File: src/rtl/serial_sub_pkg.sv
// ---------------------------------------------------------------------------
// serial_sub_pkg
// Shared definitions for the bit-serial subtractor:
//   - DEFAULT_WIDTH : default operand/result width
//   - state_t       : FSM state encoding (S_IDLE, S_SHIFT, S_DONE)
// No ports (package).
// ---------------------------------------------------------------------------
package serial_sub_pkg;

    localparam int DEFAULT_WIDTH = 8;

    typedef enum logic [1:0] {
        S_IDLE  = 2'd0,
        S_SHIFT = 2'd1,
        S_DONE  = 2'd2
    } state_t;

endpackage : serial_sub_pkg

File: src/rtl/serial_subtractor_if.sv
// ---------------------------------------------------------------------------
// serial_subtractor_if
// Operand/result handshake bundle for serial_subtractor.
//   in_valid/in_ready/a/b       : operand pair, valid/ready
//   out_valid/out_ready/diff/bout : result, valid/ready
// Modports:
//   master : producer/consumer side (drives operands, out_ready)
//   slave  : the subtractor (drives in_ready, out_valid, diff, bout)
// ---------------------------------------------------------------------------
interface serial_subtractor_if
    import serial_sub_pkg::*;
#(
    parameter int WIDTH = DEFAULT_WIDTH
);
    logic             in_valid;
    logic             in_ready;
    logic [WIDTH-1:0] a;
    logic [WIDTH-1:0] b;
    logic             out_valid;
    logic             out_ready;
    logic [WIDTH-1:0] diff;
    logic             bout;

    modport master (
        output in_valid, a, b, out_ready,
        input  in_ready, out_valid, diff, bout
    );

    modport slave (
        input  in_valid, a, b, out_ready,
        output in_ready, out_valid, diff, bout
    );
endinterface : serial_subtractor_if

File: src/rtl/full_subtractor_bit.sv
// ---------------------------------------------------------------------------
// full_subtractor_bit
// One-bit a - b - bin built from two half subtractors.
//   a, b : operand bits (in)
//   bin  : borrow in (in)
//   d    : difference bit (out)
//   bo   : borrow out (out)
// ---------------------------------------------------------------------------
module full_subtractor_bit (
    input  logic a,
    input  logic b,
    input  logic bin,
    output logic d,
    output logic bo
);
    logic d1;
    logic bo1;
    logic bo2;

    half_subtractor u_hs_ab (
        .x  (a),
        .y  (b),
        .d  (d1),
        .bo (bo1)
    );

    // Second stage subtracts the incoming borrow from the partial difference.
    half_subtractor u_hs_bin (
        .x  (d1),
        .y  (bin),
        .d  (d),
        .bo (bo2)
    );

    // The two stages can never both borrow, so OR is the full borrow.
    assign bo = bo1 | bo2;
endmodule : full_subtractor_bit

File: src/rtl/half_subtractor.sv
// ---------------------------------------------------------------------------
// half_subtractor
// One-bit x - y without borrow-in.
//   x, y : operand bits (in)
//   d    : difference bit x ^ y (out)
//   bo   : borrow out, set when x=0 and y=1 (out)
// ---------------------------------------------------------------------------
module half_subtractor (
    input  logic x,
    input  logic y,
    output logic d,
    output logic bo
);
    assign d  = x ^ y;
    assign bo = ~x & y;
endmodule : half_subtractor

File: src/rtl/serial_subtractor.sv
// ---------------------------------------------------------------------------
// serial_subtractor
// Bit-serial WIDTH-bit subtractor: diff = a - b, LSB first, one bit per clock.
// Operands accepted on a valid/ready handshake, result returned on another.
// Result appears WIDTH edges after the accept edge; one op per WIDTH+2 cycles.
//
// Ports:
//   clk : clock, rising edge
//   rst : asynchronous, active-high reset
//   bus : serial_subtractor_if.slave
//         in_valid/in_ready/a/b, out_valid/out_ready/diff/bout
//
// Build option:
//   SERIAL_SUB_SAT_EN : when defined, an underflowing result (final borrow 1)
//                       is floored to zero; bout still reports the borrow.
// ---------------------------------------------------------------------------
module serial_subtractor
    import serial_sub_pkg::*;
#(
    parameter int WIDTH = DEFAULT_WIDTH,
    parameter int CNT_W = $clog2(WIDTH + 1)
) (
    input logic                clk,
    input logic                rst,
    serial_subtractor_if.slave bus
);
    state_t           state_q;
    state_t           state_d;
    logic [WIDTH-1:0] a_sh;
    logic [WIDTH-1:0] b_sh;
    logic [WIDTH-1:0] res_sh;
    logic [WIDTH-1:0] res_next;
    logic [WIDTH-1:0] diff_q;
    logic [CNT_W-1:0] cnt_q;
    logic             br_q;
    logic             bout_q;
    logic             d_bit;
    logic             br_next;
    logic             last_bit;

    full_subtractor_bit u_fsb (
        .a   (a_sh[0]),
        .b   (b_sh[0]),
        .bin (br_q),
        .d   (d_bit),
        .bo  (br_next)
    );

    assign last_bit = (cnt_q == CNT_W'(WIDTH - 1));

    // New difference bit enters at the MSB; after WIDTH shifts the LSB sits at bit 0.
    assign res_next = (res_sh >> 1) | (WIDTH'(d_bit) << (WIDTH - 1));

    // NOTE: every output of a combinational block is assigned a default first,
    // so no path through the case statement can leave it unassigned (latch).
    always_comb begin
        state_d = state_q;
        unique case (state_q)
            S_IDLE:  if (bus.in_valid)  state_d = S_SHIFT;
            S_SHIFT: if (last_bit)      state_d = S_DONE;
            S_DONE:  if (bus.out_ready) state_d = S_IDLE;
            default:                    state_d = S_IDLE;
        endcase
    end

    // NOTE: sequential state uses non-blocking assignments so every flop samples
    // the pre-edge value of its inputs regardless of statement order.
    always_ff @(posedge clk or posedge rst) begin
        if (rst) begin
            state_q <= S_IDLE;
        end else begin
            state_q <= state_d;
        end
    end

    always_ff @(posedge clk or posedge rst) begin
        if (rst) begin
            a_sh   <= '0;
            b_sh   <= '0;
            res_sh <= '0;
            diff_q <= '0;
            cnt_q  <= '0;
            br_q   <= 1'b0;
            bout_q <= 1'b0;
        end else begin
            unique case (state_q)
                S_IDLE: begin
                    if (bus.in_valid) begin
                        a_sh  <= bus.a;
                        b_sh  <= bus.b;
                        br_q  <= 1'b0;
                        cnt_q <= '0;
                    end
                end
                S_SHIFT: begin
                    a_sh   <= a_sh >> 1;
                    b_sh   <= b_sh >> 1;
                    res_sh <= res_next;
                    br_q   <= br_next;
                    cnt_q  <= cnt_q + CNT_W'(1);
                    // Visible result is only updated on entry to DONE.
                    if (last_bit) begin
                        bout_q <= br_next;
`ifdef SERIAL_SUB_SAT_EN
                        diff_q <= br_next ? '0 : res_next;
`else
                        diff_q <= res_next;
`endif
                    end
                end
                default: ;
            endcase
        end
    end

    assign bus.in_ready  = (state_q == S_IDLE);
    assign bus.out_valid = (state_q == S_DONE);
    assign bus.diff      = diff_q;
    assign bus.bout      = bout_q;
endmodule : serial_subtractor

File: src/flat_wrapper.sv
// flat-port wrapper written by rule: the top's interface ports become plain ports
module serial_subtractor_flat import serial_sub_pkg::*;
#(
    parameter int WIDTH = DEFAULT_WIDTH,
    parameter int CNT_W = $clog2(WIDTH + 1)
)
  (clk, rst, bus_in_valid, bus_a, bus_b, bus_out_ready, bus_in_ready, bus_out_valid, bus_diff, bus_bout);
  serial_subtractor_if #(.WIDTH(WIDTH)) bus_i ();
  input logic clk;
  input logic rst;
  input wire logic [$bits(bus_i.in_valid)-1:0] bus_in_valid;
  input wire logic [$bits(bus_i.a)-1:0] bus_a;
  input wire logic [$bits(bus_i.b)-1:0] bus_b;
  input wire logic [$bits(bus_i.out_ready)-1:0] bus_out_ready;
  output wire logic [$bits(bus_i.in_ready)-1:0] bus_in_ready;
  output wire logic [$bits(bus_i.out_valid)-1:0] bus_out_valid;
  output wire logic [$bits(bus_i.diff)-1:0] bus_diff;
  output wire logic [$bits(bus_i.bout)-1:0] bus_bout;
  assign bus_i.in_valid = bus_in_valid;
  assign bus_i.a = bus_a;
  assign bus_i.b = bus_b;
  assign bus_i.out_ready = bus_out_ready;
  assign bus_in_ready = bus_i.in_ready;
  assign bus_out_valid = bus_i.out_valid;
  assign bus_diff = bus_i.diff;
  assign bus_bout = bus_i.bout;
  serial_subtractor #(.WIDTH(WIDTH), .CNT_W(CNT_W)) u_core (.clk(clk), .rst(rst), .bus(bus_i));
endmodule
File: config.mk
export PLATFORM = sky130hd
export DESIGN_NAME = serial_subtractor_flat
export DESIGN_NICKNAME = d
export VERILOG_FILES = /design/src/rtl/serial_sub_pkg.sv /design/src/rtl/serial_subtractor_if.sv /design/src/rtl/full_subtractor_bit.sv /design/src/rtl/half_subtractor.sv /design/src/rtl/serial_subtractor.sv /design/src/flat_wrapper.sv
export SDC_FILE = /design/constraint.sdc
export NUM_CORES = 1
export LEC_CHECK = 0
export CAP_MARGIN = 30
export CELL_PAD_IN_SITES_DETAIL_PLACEMENT = 2
export CELL_PAD_IN_SITES_GLOBAL_PLACEMENT = 2
export CORE_AREA = 8 8 86 88
export CTS_CLUSTER_DIAMETER = 60
export DETAILED_ROUTE_END_ITERATION = 16
export DIE_AREA = 0 0 94 96
export GPL_ROUTABILITY_DRIVEN = 0
export PLACE_DENSITY_LB_ADDON = 0.1
export SYNTH_ARGS = -nofsm -noshare
export SYNTH_HDL_FRONTEND = slang
export SYNTH_SLANG_ARGS = --single-unit
File: constraint.sdc
create_clock -name clk -period 1.4 [get_ports clk]
set_input_delay 0.28 -clock clk [delete_from_list [all_inputs] [get_ports clk]]
set_output_delay 0.28 -clock clk [all_outputs]
set_load 0.1 [all_outputs]
After elaboration in Yosys (flattened, before gate mapping). Cells that the tools add are included.

Output and inout port bits: 11. Word-level logic and storage cells: 40. Bits in registers: 40.

Muxes and demuxes: 12. Add/sub/neg operators: 1. Reduce and logical (&&, ||, !) cells: 5. Equal/unequal tests: 6. Bitwise logic cells: 8.

Operators with widths (number): 8-bit one-hot mux with 2 select lines (2); 8-bit two-way mux (2); 7-bit by 8-bit OR with 8-bit output (1); 4-bit one-hot mux with 2 select lines (1); 2-bit two-way mux (3); 2-bit one-hot mux with 3 select lines (1); 4-bit by 1-bit adder with 4-bit output (second input constant) (1); 4-bit by 3-bit equality test with 1-bit output (second input constant) (1); 4-bit two-way mux (1); 2-bit != test (second input constant) (2); 2-bit AND reduction (2); 3-bit AND reduction (1); 1-bit bitwise AND (2); 2-bit by 1-bit equality test with 1-bit output (second input constant) (1); 2-bit equality test (second input constant) (1); 2-bit logical NOT (1); 2-bit by 1-bit != test with 1-bit output (second input constant) (1); 1-bit NOT (2); 1-bit one-hot mux with 2 select lines (1); 2-bit nonzero test (1); 1-bit XOR (2); 1-bit two-way mux (1); 1-bit OR (1).

Longest topological paths before layout. Gate-level depths: netlist of the first run.

Depth in word-level cells: 5. Mapped depth: 5. Gate-level depth less buffers: 4.

Hierarchy. Synthesis of the first run repeated with hierarchy kept, for this count alone.

Cell total of the unflattened synthesis: 176. Area, all modules: 1784.2 µm².

Modules (own cells, without submodules): serial_subtractor (cells an instance 169, area an instance 1737.9 µm², sequential area each 975.9 µm², instances 1); half_subtractor (cells an instance 3, area an instance 20.0 µm², sequential area each 0.0 µm², instances 2); full_subtractor_bit (cells an instance 1, area an instance 6.3 µm², sequential area each 0.0 µm², instances 1).

Worst setup path after synthesis of the first run. Ideal clock, no wire load.

Kind: register to register. Start: reg u_core.state_q[1]. End: reg u_core.state_q[1]. Data required time: 1.331 ns. Period minus slack after synthesis: 2.316 ns. Path slack: -0.916 ns. Data arrival time: 2.246 ns. Cell stages (with the launch flop): 4. Setup time: 0.069 ns. Cell sequence: dfrtp_1 > clkbuf_1 > nor2b_1 > a21o_1.

Cells in the longest elaborated chain, start to end: 3.

Ends and longest elaborated chain: start, declared (RTL line serial_subtractor.sv:27) `state_t state_q;`; start signal, assigned (RTL line serial_subtractor.sv:72) `state_q <= state_d;`; 2-bit equality test (*); named net bus_out_valid (RTL line flat_wrapper.sv:16) `output wire logic [$bits(bus_i.out_valid)-1:0] bus_out_valid;`; 2-bit != test (no source line); 3-bit AND reduction (no source line).

Mark *: on every way through the listed nets, which the timed path passes. The rest lies on a longest branch. A chain may end at the register's enable or synchronous reset.

Worst setup path in the final report of the first run.
Start: reg u_core.state_q[0]. End: out bus_out_valid.

Cells in the longest elaborated chain, start to end: 1.

Ends and longest elaborated chain: 2-bit equality test (RTL line serial_subtractor.sv:117) `assign bus.out_valid = (state_q == S_DONE);`; end, declared (RTL line flat_wrapper.sv:16).

Every way passes these cells.

==> results_dict.tcl, run 1 <==
set metrics [dict create \
    finalNetCount 228 \
    min_period_over_period_pct 105.4 \
    slowest_delay_ns 0.44 \
    cts_made_buffers 5 \
    cp_top_family "flip-flops" \
    slowest_stage "dfrtp_2" \
    endpoint_kind "primary output" \
    firstDrtPassIters 4 \
    p_leak_nw 1.163 \
    rsz0062_at_grt "yes" \
    clkSinkCount 39 \
    start_kind "flop" \
    finalMaxSlewViolations 0 \
    first_iter_violations 38 \
    clock-root-buffer "clkbuf_8" \
    initial_core_util_pct 27.81 \
    clock_skew_ns 0.01094 \
    antenna_found_initial 0 \
    ys_seq_elements 39 \
    synth.cell_area_um2 1695 \
    min_period_ns 1.475 \
    relSlewSlack_pct 83.35 \
    core_um2 6096 \
    reg2reg_from "u_core.state_q[1]" \
    avgViaCountPerCell 4.789 \
    cap_violations 0 \
    syn_nets 178 \
    worstPathArrival_ns 1.20 \
    hold_violations 0 \
    clockBufferDepth 2 \
    overflow 0 \
    cts_htree_levels 2 \
    place_ws_ns -0.1577 \
    worst_pin_slew_ns 0.2492 \
    cts_tree "done" \
    crit_path_end "bus_out_valid" \
    setup_slack_ns -0.07544 \
    yosys_warnings 0 \
    vias 1360 \
    ant_nets 0 \
    drc 0 \
    clock_latency_ns 0.29 \
    setup_violations 2 \
    diodes 0 \
    grt_pass1_vias 1602 \
    reg2regPathDepth 3 \
    synthCells 156 \
    yosysSeqAreaShare_pct 57.56 \
    syn_area_per_cell_um2 10.87 \
    clk_pin_slew_worst_paths_ns 0.09 \
    crit_cells 3 \
    required_ns 1.12 \
    layout-drive-gt1-share_pct 28.50 \
    die_area_um2 9024 \
    io_buffer_count 30 \
    fp.dieW_um 94 \
    path_max_fanout 5 \
    path_cells "buf_12 -> nor2b_4 -> buf_12" \
    run_status "complete, but fails checks" \
    grt_max_degree 40 \
    hold_class "input port to async pin" \
    wire_per_inst_um 17.55 \
    path_buf_inv 2 \
    max_freq_mhz 677.8 \
    max-vdd-ir-drop_v 0.0009956 \
    fin_util_pct 41.93 \
    path_class "flop to primary output" \
    r2r_end "u_core.bus.diff[5]" \
    dp.final_hpwl_um 3262 \
    critPathLaunch "u_core.state_q[0]" \
    grt_pass1_wl_um 8362 \
    finalWirelength_um 4984 \
    worst_path_most_repeated_cell "buf_12" \
    num_io_pins 31 \
    violations "negative setup slack" \
    area_delta_synth_final_pct 50.77 \
    regToRegSetupSlack_ns 0.03 \
    die_h_um 96 \
    track_usage_pct 12.07 \
    rows 29 \
    ys_types 28 \
    p_per_area_nw_per_um2 2649 \
]
[where the power goes]
part / internal (W) / switching [W] / total, W
clock network: 0.000713 / 0.000414 / 0.00113
registers: 0.00161 / 0.000377 / 0.00199
logic: 0.00161 / 0.00204 / 0.00366
total: 0.00394 / 0.00284 / 0.00677
[Yosys cell counts, drive strengths merged]
cell type | number | area share (%)
a211oi | 1 | 0.44
clkbuf | 7 | 1.6
nand2b | 1 | 0.37
o21ai | 17 | 5.0
and2b | 1 | 0.44
mux2i | 1 | 0.59
or2 | 1 | 0.37
a2bb2oi | 1 | 0.52
mux2 | 9 | 7.7
nand3 | 1 | 0.29
o21bai | 1 | 0.44
a32o | 1 | 0.59
a21o | 1 | 0.44
fa | 1 | 1.2
ha | 1 | 0.74
a22oi | 14 | 6.2
a21oi | 1 | 0.29
a41oi | 1 | 0.52
buf | 3 | 1.6
nand2 | 39 | 8.6
nor2 | 2 | 0.44
and4 | 1 | 0.66
inv | 7 | 1.6
nor2b | 2 | 0.74
a22o | 2 | 1.0
dfrtp | 39 | 58
[layout by cell type, fill, tap and decap left out, types with 2 or more instances in the layout]
| cell type | Yosys | layout |
|---|---|---|
| buf_6 | 2 | 4 |
| buf_4 | 0 | 15 |
| dfrtp_1 | 39 | 38 |
| nand2_1 | 39 | 39 |
| bufinv_16 | 0 | 2 |
| and4_4 | 1 | 2 |
| clkbuf_8 | 0 | 5 |
| o21ai_0 | 17 | 7 |
| a22oi_1 | 14 | 14 |
| clkdlybuf4s50_1 | 0 | 19 |
| a22o_1 | 2 | 2 |
| inv_1 | 7 | 7 |
| buf_12 | 0 | 13 |
| mux2_4 | 8 | 8 |
| o21ai_1 | 0 | 10 |
| nor2b_4 | 0 | 2 |
[per-stage QoR]
step	setup TNS, ns	hold WS (ns)	power [W]	instance area (µm²)	instances
6_report	-0.1485	0.3455	0.006771	2556	284
4_1_cts	-0.1628	0.3586	0.006748	2506	281
3_3_place_gp	-0.7869	0.4652	0.005156	2288	268
3_5_place_dp	-1.918	0.4765	0.005300	2288	268
2_1_floorplan	-0.4028	0.4345	0.004070	1719	156
5_1_grt	-0.3385	0.4082	0.007201	2556	284
[logic make-up (layout without fill, tap and decap cells)]
family	Yosys count	in the layout	synth area share (%)
buffers and inverters	17	67	4.723
and+or+nand+nor	48	49	11.96
DFF	39	39	57.56
adders and majority gates	2	2	1.919
muxes	10	10	8.340
AOI/OAI and AO/OA	40	40	15.50
[flip-flops by register name, indices dropped and copies added, names as in the netlist]
name / count
u_core.a_sh: 8
u_core.b_sh: 8
u_core.bus.diff: 8
u_core.res_sh: 7
u_core.cnt_q: 4
u_core.state_q: 2
u_core.br_q: 1
u_core.bus.bout: 1
[tightest hold or removal path, delay by kind of cell]
family | cells | cell delay [ns]
buffers and inverters | 3 | 0.74
[layout make-up]
class                           count  area (µm²)
Multi-Input combinational cell    101       683.2
Sequential cell                    39       977.2
Fill cell                         623        3540
Clock buffer                        6       72.57
Tap cell                           77       96.34
Clock inverter                      2       60.06
Timing Repair Buffer               52       640.6
Inverter                            7       26.28
[how the worst min path moves through the flow]
| stage | startpoint | to | slack [ns] | cells past startpoint |
|---|---|---|---|---|
| finish | rst | u_core.res_sh[1] | 0.35 | 3 |
| global route | rst | u_core.res_sh[2] | 0.41 | 3 |
| CTS | rst | u_core.res_sh[1] | 0.36 | 3 |
| detailed placement | u_core.a_sh[3] | u_core.a_sh[3] | 0.48 | 2 |
| global placement | u_core.b_sh[3] | u_core.b_sh[3] | 0.47 | 2 |
| floorplan | bus_out_ready | u_core.state_q[1] | 0.43 | 2 |
[layer usage]
| layer | wire, µm | track usage (%) | vias up |
|---|---|---|---|
| met5 | 0 | 0 | - |
| met3 | 164 | 3.276 | 7 |
| li1 | - | - | 635 |
| met4 | 57 | 4.095 | 0 |
| met1 | 1983 | 12.72 | 697 |
| met2 | 2779 | 22.64 | 21 |
[timing repair]
action,CTS,global route
buffers inserted,3,2
hold buffers,0,0
cloned,2,1
pin swaps,1,1
endpoints found under the setup margin,12,25
resized for setup,7,19
endpoints found under the hold margin,0,0
No activity file was read; power rests on OpenSTA's default activity.
==> inputs of run 2 (changes only) <==
SLEW_MARGIN = 20   (was default)
==> results of run 2 <==
No change in the layout: final DEF, timing and power equal those of run 1.
==> inputs of run 3 (changes only) <==
CORE_AREA = 4 4 82 84   (was 8 8 86 88)
DIE_AREA = 0 0 86 88   (was 0 0 94 96)
==> run 3 against run 2 <==
Against the previous run: flip-flop and latch count unchanged; the run still ends with negative setup slack left; clock skew is 0.0057 ns lower; final area decreased by 1.1%; die area is 16% lower.
==> results_dict.tcl, run 3 (synthesis gave the netlist of run 1 again) <==
set metrics [dict create \
    core_um2 5921 \
    finalMaxSlewViolations 0 \
    p_leak_nw 1.150 \
    dpl.cell_count 267 \
    overflow 0 \
    rsz0062_at_grt "yes" \
    dp.final_hpwl_um 3202 \
    max_freq_mhz 684.3 \
    internal_power_w 0.003544 \
    min_period_over_period_pct 104.4 \
    num_io_pins 31 \
    track_usage_pct 13.32 \
    worst_pin_slew_ns 0.2315 \
    antenna_found_initial 0 \
    endpoint_kind "primary output" \
    clockBufferDepth 2 \
    min_period_ns 1.461 \
    cap_violations 0 \
    drc 0 \
    rows 28 \
    swShare_pct 44.18 \
    initial_core_util_pct 28.63 \
    avgViaCountPerCell 4.808 \
    p_clk_share_pct 11.8 \
    cts_tree "done" \
    diodes 0 \
    fin_tns_setup_ns -0.3711 \
    path_max_fanout 5 \
    power_frac_seq_pct 31.3 \
    p_comb_share_pct 57.0 \
    first_iter_violations 38 \
    layout-drive-gt1-share_pct 29.72 \
    fill_cells 618 \
    p_per_area_nw_per_um2 2512 \
    place_ws_ns -0.1793 \
    clk_pin_slew_worst_paths_ns 0.08 \
    cts-hold-fix-buffers 0 \
    finalWirelength_um 4694 \
    area_delta_synth_final_pct 49.08 \
    cts_htree_levels 2 \
    die_area_um2 7568 \
    setup_violations 11 \
    setup_slack_ns -0.06136 \
    path_cells "buf_6 -> nor2b_4 -> buf_12" \
    start_kind "flop" \
    violations "negative setup slack" \
    max-vdd-ir-drop_v 0.001111 \
    io_buffer_count 30 \
    worstPathArrival_ns 1.18 \
    power_switching_w 0.002804 \
    required_ns 1.12 \
    final_cell_mix "nand2_1 (39), dfrtp_1 (39), clkdlybuf4s50_1 (19), buf_4 (19), a22oi_1 (14)" \
    hold_violations 0 \
    ant_nets 0 \
    fp.dieW_um 86 \
    grt_max_degree 40 \
    path_class "flop to primary output" \
    clock_latency_ns 0.29 \
    wire_per_inst_um 16.36 \
    grt_pass1_vias 1520 \
    clock-root-buffer "clkbuf_8" \
    hold_class "input port to async pin" \
    relSlewSlack_pct 84.57 \
    grt_pass1_wl_um 7748 \
    run_status "complete, but fails checks" \
    cts_made_buffers 5 \
    clkSinkCount 39 \
    slowest_delay_ns 0.42 \
    vias 1380 \
    clock_skew_ns 0.005243 \
    die_h_um 88 \
    total_power_w 0.006348 \
    slowest_stage "dfrtp_1" \
    finalNetCount 233 \
    firstDrtPassIters 2 \
    instances_no_fill 287 \
]
[run 3: layer usage]
layer  routed length (µm)  vias up  part of all wire (%)  track usage [%]
li1                     -      645                     -                -
met1                 1853      708                    39            15.69
met2                 2634       21                    56            23.97
met3                  145        6                   3.1            3.010
met4                   61        0                   1.3            4.317
met5                    0        -                     0                0
[run 3: area by class of cell]
class                      instances  area (µm²)  share of cell area, %
clock buffer                       7       76.32                  3.020
clock inverter                     1       5.005                 0.1980
inverter                           7       26.28                  1.040
multi-input combinational        101       689.4                  27.28
sequential                        39       975.9                  38.61
tap                               75       93.84                  3.713
timing repair buffer              57       660.6                  26.14
[run 3: final timing paths]
kind	from	end	slack, ns	cells past startpoint
max	u_core.state_q[0]	bus_out_valid	-0.06	3
max in group asynchronous	rst	u_core.a_sh[5]	0.85	3
max reg2reg	u_core.state_q[0]	u_core.bus.diff[0]	-0.05	4
min reg2reg	u_core.b_sh[0]	u_core.b_sh[0]	0.48	2
min	rst	u_core.bus.diff[0]	0.33	3
min in group clk	u_core.b_sh[0]	u_core.b_sh[0]	0.48	2
[run 3: critical path, delay by kind of cell, from the launching register on]
family        cells  cell delay (ns)
flops             1             0.42
buf+inv           2             0.33
simple gates      1             0.14
[run 3: what timing repair did]
item / 4_1_cts / 5_1_grt
cloned: 0 / 2
resized for setup: 6 / 15
endpoints found under the setup margin: 5 / 28
pin swaps: 1 / 1
setup buffers: 6 / 4
[run 3: power by group through the flow]
stage          Sequential, W  Combinational, W  Clock, W
2_1_floorplan        0.00270           0.00137         0
3_3_place_gp         0.00196           0.00326         0
3_5_place_dp         0.00200           0.00340         0
4_1_cts              0.00198           0.00352  0.000776
5_1_grt              0.00205           0.00389  0.000829
6_report             0.00198           0.00362  0.000747
[run 3: metrics by stage]
step / instance area [µm²] / util (%) / hold slack, ns
after floorplan: 1719 / - / 0.4345
after global placement: 2306 / 38.95 / 0.4637
after detailed placement: 2306 / 38.95 / 0.4792
after CTS: 2445 / 41.29 / 0.3464
after global routing: 2527 / 42.69 / 0.3503
final: 2527 / 42.69 / 0.3347
